===== src/rtl/pc_sequencer.sv =====
// Fetch-side PC owner: sequences redirects, load-use bubbles and the halt/drain/resume flow
// around the branch and hazard units.
module pc_sequencer #(
    parameter int unsigned PC_W      = 9,
    parameter int unsigned DRAIN_CYC = 2,
    parameter int unsigned CNT_W     = 16
) (
    input  logic             clk,
    input  logic             rst_n,
    input  logic             ex_valid,
    input  logic             PcSel,
    input  logic [31:0]      BrPC,
    input  logic             Halt,
    input  logic             ld_use_stall,
    input  logic             resume,
    output logic [PC_W-1:0]  pc,
    output logic             pc_en,
    output logic             if_id_en,
    output logic             if_id_flush,
    output logic             id_ex_flush,
    output logic             halted,
    output logic             misalign_err,
    output logic [CNT_W-1:0] redirect_cnt,
    output logic [CNT_W-1:0] stall_cnt
);

    localparam int unsigned DW = (DRAIN_CYC > 1) ? $clog2(DRAIN_CYC) : 1;

    typedef enum logic [1:0] {StRun, StDrain, StHalted} state_e;

    state_e           state_q;
    logic [PC_W-1:0]  pc_q;
    logic [PC_W-1:0]  halt_pc_q;
    logic [DW-1:0]    drain_cnt_q;
    logic             halted_q;
    logic             misalign_q;
    logic [CNT_W-1:0] redirect_cnt_q;
    logic [CNT_W-1:0] stall_cnt_q;

    logic redir;
    logic hreq;
    logic unused_brpc;

    assign redir = ex_valid & PcSel & ~Halt;
    assign hreq  = ex_valid & Halt;

    // Upper target bits lie outside the PC space and are intentionally dropped.
    assign unused_brpc = ^BrPC[31:PC_W];

    always_ff @(posedge clk or negedge rst_n) begin
        if (!rst_n) begin
            state_q        <= StRun;
            pc_q           <= '0;
            halt_pc_q      <= '0;
            drain_cnt_q    <= '0;
            halted_q       <= 1'b0;
            misalign_q     <= 1'b0;
            redirect_cnt_q <= '0;
            stall_cnt_q    <= '0;
        end else begin
            unique case (state_q)
                StRun: begin
                    if (hreq) begin
                        halt_pc_q   <= BrPC[PC_W-1:0];
                        drain_cnt_q <= DW'(DRAIN_CYC - 1);
                        state_q     <= StDrain;
                    end else if (redir) begin
                        pc_q <= {BrPC[PC_W-1:2], 2'b00};
                        if (redirect_cnt_q != {CNT_W{1'b1}}) begin
                            redirect_cnt_q <= redirect_cnt_q + CNT_W'(1);
                        end
                        if (BrPC[1:0] != 2'b00) begin
                            misalign_q <= 1'b1;
                        end
                    end else if (ld_use_stall) begin
                        if (stall_cnt_q != {CNT_W{1'b1}}) begin
                            stall_cnt_q <= stall_cnt_q + CNT_W'(1);
                        end
                    end else begin
                        pc_q <= pc_q + PC_W'(4);
                    end
                end
                StDrain: begin
                    if (drain_cnt_q == '0) begin
                        state_q  <= StHalted;
                        halted_q <= 1'b1;
                        pc_q     <= halt_pc_q;
                    end else begin
                        drain_cnt_q <= drain_cnt_q - DW'(1);
                    end
                end
                StHalted: begin
                    if (resume) begin
                        pc_q     <= halt_pc_q + PC_W'(4);
                        halted_q <= 1'b0;
                        state_q  <= StRun;
                    end
                end
                default: state_q <= StRun;
            endcase
        end
    end

    // Inputs are masked by rst_n so the reset-time outputs match plain RUN fetch.
    always_comb begin
        pc_en       = 1'b1;
        if_id_en    = 1'b1;
        if_id_flush = 1'b0;
        id_ex_flush = 1'b0;
        unique case (state_q)
            StRun: begin
                if (rst_n) begin
                    if (hreq) begin
                        pc_en       = 1'b0;
                        if_id_en    = 1'b0;
                        if_id_flush = 1'b1;
                        id_ex_flush = 1'b1;
                    end else if (redir) begin
                        if_id_flush = 1'b1;
                        id_ex_flush = 1'b1;
                    end else if (ld_use_stall) begin
                        pc_en       = 1'b0;
                        if_id_en    = 1'b0;
                        id_ex_flush = 1'b1;
                    end
                end
            end
            StDrain, StHalted: begin
                pc_en       = 1'b0;
                if_id_en    = 1'b0;
                if_id_flush = 1'b1;
                id_ex_flush = 1'b1;
            end
            default: begin
                pc_en = 1'b1;
            end
        endcase
    end

    assign pc           = pc_q;
    assign halted       = halted_q;
    assign misalign_err = misalign_q;
    assign redirect_cnt = redirect_cnt_q;
    assign stall_cnt    = stall_cnt_q;

endmodule


===== config.mk =====
export PLATFORM = sky130hd
export DESIGN_NAME = pc_sequencer
export DESIGN_NICKNAME = d
export VERILOG_FILES = /design/src/rtl/pc_sequencer.sv
export SDC_FILE = /design/constraint.sdc
export NUM_CORES = 1
export LEC_CHECK = 0
export CAP_MARGIN = 20
export CORE_MARGIN = 3
export CORE_UTILIZATION = 48
export CTS_CLUSTER_SIZE = 24
export DETAILED_ROUTE_END_ITERATION = 12
export HOLD_SLACK_MARGIN = 0.08
export PLACE_DENSITY = 0.81
export SETUP_SLACK_MARGIN = 0.3
export SLEW_MARGIN = 5
export SYNTH_ARGS = -nofsm -noshare
export SYNTH_HDL_FRONTEND = slang
export SYNTH_SLANG_ARGS = --single-unit

===== constraint.sdc =====
create_clock -name clk -period 2.7 [get_ports clk]
set_input_delay 0.81 -clock clk [delete_from_list [all_inputs] [get_ports clk]]
set_output_delay 0.81 -clock clk [all_outputs]
set_load 0.01 [all_outputs]

==> results.yml <==
sta:
  fin_hold_ws_ps: 488.2
  fin_skew_ps: 7.222
  min_period_over_period: 0.8737
  hold_viol: 0
  max_slew_margin: 0.5327
  fmax_mhz: 423.9
  final.min_clock_period_ps: 2359
  setup_violations: 0
  drv_slew: 0
  rsz0062_at_grt: "no"
  worst_slew_pin_slew_ps: 690.1
critical_path:
  crit_fanout: 3
  startpoint_type: "input port"
  reg2reg_depth: 6
  crit_arrival_ps: 1550
  crit_start: "PcSel"
  worstSetupPathType: "input port to output pin"
  reg2reg_setup_slack_ps: 360
  r2r-end: "pc[7]"
  worst_ep_required_time_ps: 1890
  reg2reg_from: "state_q[0]"
  endpoint_kind: "output pin"
route:
  drt_iter0_markers: 209
  drc: 0
  avgViaCountPerCell: 5.581
  wl_met1_mm: 3.127
  routed-via-count: 2584
  wl_per_cell_um: 15.69
  route.met3.wl_um: 506
  routed_wl_mm: 7.265
  ant_nets: 0
  dr.pass1.iters: 7
  top_layer: "met4"
  dr_wl_met2_mm: 3.507
clocking:
  clock_sinks: 55
  clk_pin_slew_ps: 100
  h-tree-depth: 2
  cts_tree: "built"
  root_buffer: "clkbuf_8"
  numCtsBuffers: 5
  cts_buffer_depth: 2
  clock_latency_ps: 310
global_route:
  grt_max_degree: 48
  grt_pass1_wl_mm: 11.89
  grt-ovfl-total: 0
  grt_pass1_vias: 2477
  antenna_found_initial: 0
  grt_usage: 0.2049
synth:
  avgSynthCellArea_um2: 9.909
  synth-main-ff-cell: "dfrtp_1"
  synth_edf_count: 0
  synthCells: 298
  syn-cell-area_um2: 2953
  ys_seq_area_frac: 0.4661
  synth_nets: 346
  yosysWarningCount: 0
  synthArstFlopShare: 1.000
  ys_ff_latch: 55
  ys_types: 49
floorplanning:
  die_x_um: 84.43
  num_rows: 27
  io_pins: 86
  die_area_um2: 7128
  start_util: 0.5142
  core-area_um2: 5743
  die_h_um: 84.43
power_and_ir_drop:
  pwr-share-clk: 0.130
  p_total_mw: 3.532
  seqPwrFrac: 0.374
  combPwrFrac: 0.496
  leakagePower_nw: 1.726
  power.internal_mw: 2.155
  power_switching_mw: 1.378
  power_density_nw_per_um2: 891.7
  irDropWorstVdd_mv: 0.4886
  switching_share: 0.3900
finish:
  seqCellArea_um2: 1378
  mostFrequentLayoutCells: "54 x dfrtp_1, 53 x clkdlybuf4s50_1, 30 x nand2_1, 30 x buf_4, 24 x nor2_1"
  layout-drive-gt1-share: 0.2020
  area_growth_pct: 34.15
  nets: 438
  diodes: 0
  final_common_cell: "dfrtp_1"
  multiInputGateArea_um2: 1538
  fillCellCount: 439
min_path:
  hold_class: "input port to async pin"
placement:
  post-dp-hpwl_mm: 5.246
  place.gp.congestion: 0.8727
  io_buffers: 62
run_status:
  status: "finished, final reports clean"
flow_run:
  maxCapViolations: 0
registers in the layout, indices dropped and copies added (netlist names):
| register | flops |
|---|---|
| drain_cnt_q | 1 |
| halt_pc_q | 9 |
| halted | 1 |
| misalign_err | 1 |
| pc | 9 |
| redirect_cnt | 16 |
| stall_cnt | 16 |
| state_q | 2 |
critical path: stages:
cell	delay, ps
buf_2	120
o21a_1	200
a31oi_1	200
nor2_1	70
buf_2	140
routing by layer:
metal / vias up / global-route usage
met5: - / 0
li1: 1239 / -
met1: 1224 / 0.2731
met3: 11 / 0.05299
met4: 0 / 0.05324
met2: 110 / 0.3343
through the flow:
stage | utilization | cell area [um^2] | TNS, ps | worst slack [ps] | cells
2_1_floorplan | - | 2953 | 0 | 419.9 | 298
3_3_place_gp | 0.6658 | 3824 | -2539 | -424.2 | 451
3_5_place_dp | 0.6658 | 3824 | -3324 | -501.8 | 451
4_1_cts | 0.6863 | 3941 | 0 | 309.1 | 463
5_1_grt | 0.6898 | 3961 | 0 | 241.9 | 463
6_report | 0.6898 | 3961 | 0 | 341.1 | 463
cells in the mapped netlist, drive strengths merged (3+ instances only):
master / instances / area share
nor3: 7 / 0.014
ha: 9 / 0.038
a21oi: 9 / 0.015
clkbuf: 4 / 0.0051
nand3: 20 / 0.034
nand2: 31 / 0.039
o31ai: 4 / 0.010
xnor2: 22 / 0.065
nor4: 3 / 0.0064
dfrtp: 55 / 0.47
buf: 4 / 0.0076
and3: 8 / 0.017
mux2: 13 / 0.050
nor2: 27 / 0.037
a31oi: 8 / 0.017
inv: 12 / 0.015
a221oi: 3 / 0.0089
nand4: 5 / 0.011
xor2: 12 / 0.036
o21ai: 8 / 0.014
a211oi: 4 / 0.010
logic make-up (layout without fill, tap and decap cells):
| group | Yosys count | count (layout) | share of synthesized area |
|---|---|---|---|
| AOI/OAI and AO/OA | 48 | 48 | 0.1110 |
| xor gates and xnor gates | 34 | 34 | 0.1008 |
| adders and majority gates | 9 | 9 | 0.03814 |
| buffers and inverters | 21 | 114 | 0.02923 |
| DFF | 55 | 55 | 0.4661 |
| muxes | 15 | 15 | 0.05636 |
| and+or+nand+nor | 116 | 116 | 0.1983 |
how the worst max path moves through the flow:
stage | to
finish | if_id_flush
global route | pc[7]
CTS | stall_cnt[15]
detailed placement | if_id_en
global placement | id_ex_flush
floorplan | pc_en
area by class of cell:
class / count / area share
Inverter: 13 / 0.01232
Tap cell: 72 / 0.02274
Timing Repair Buffer: 93 / 0.2059
Multi-Input combinational cell: 222 / 0.3882
Sequential cell: 55 / 0.3478
Clock inverter: 3 / 0.005685
Clock buffer: 5 / 0.01737
power groups by stage:
stage          clock (mW)  combinational (mW)  sequential [mW]
2_1_floorplan           0               0.916             1.36
3_3_place_gp            0                1.65             1.32
3_5_place_dp            0                1.70             1.34
4_1_cts             0.477                1.72             1.32
5_1_grt             0.507                1.90             1.36
6_report            0.459                1.75             1.32
what timing repair did:
item | CTS | global route
hold buffers | 0 | 0
buffers inserted | 4 | 0
resized for setup | 40 | 5
gates cloned | 0 | 0
setup endpoints to repair | 20 | 10
pin swaps | 6 | 4
Note: power is estimated with default switching activity, not from simulation.
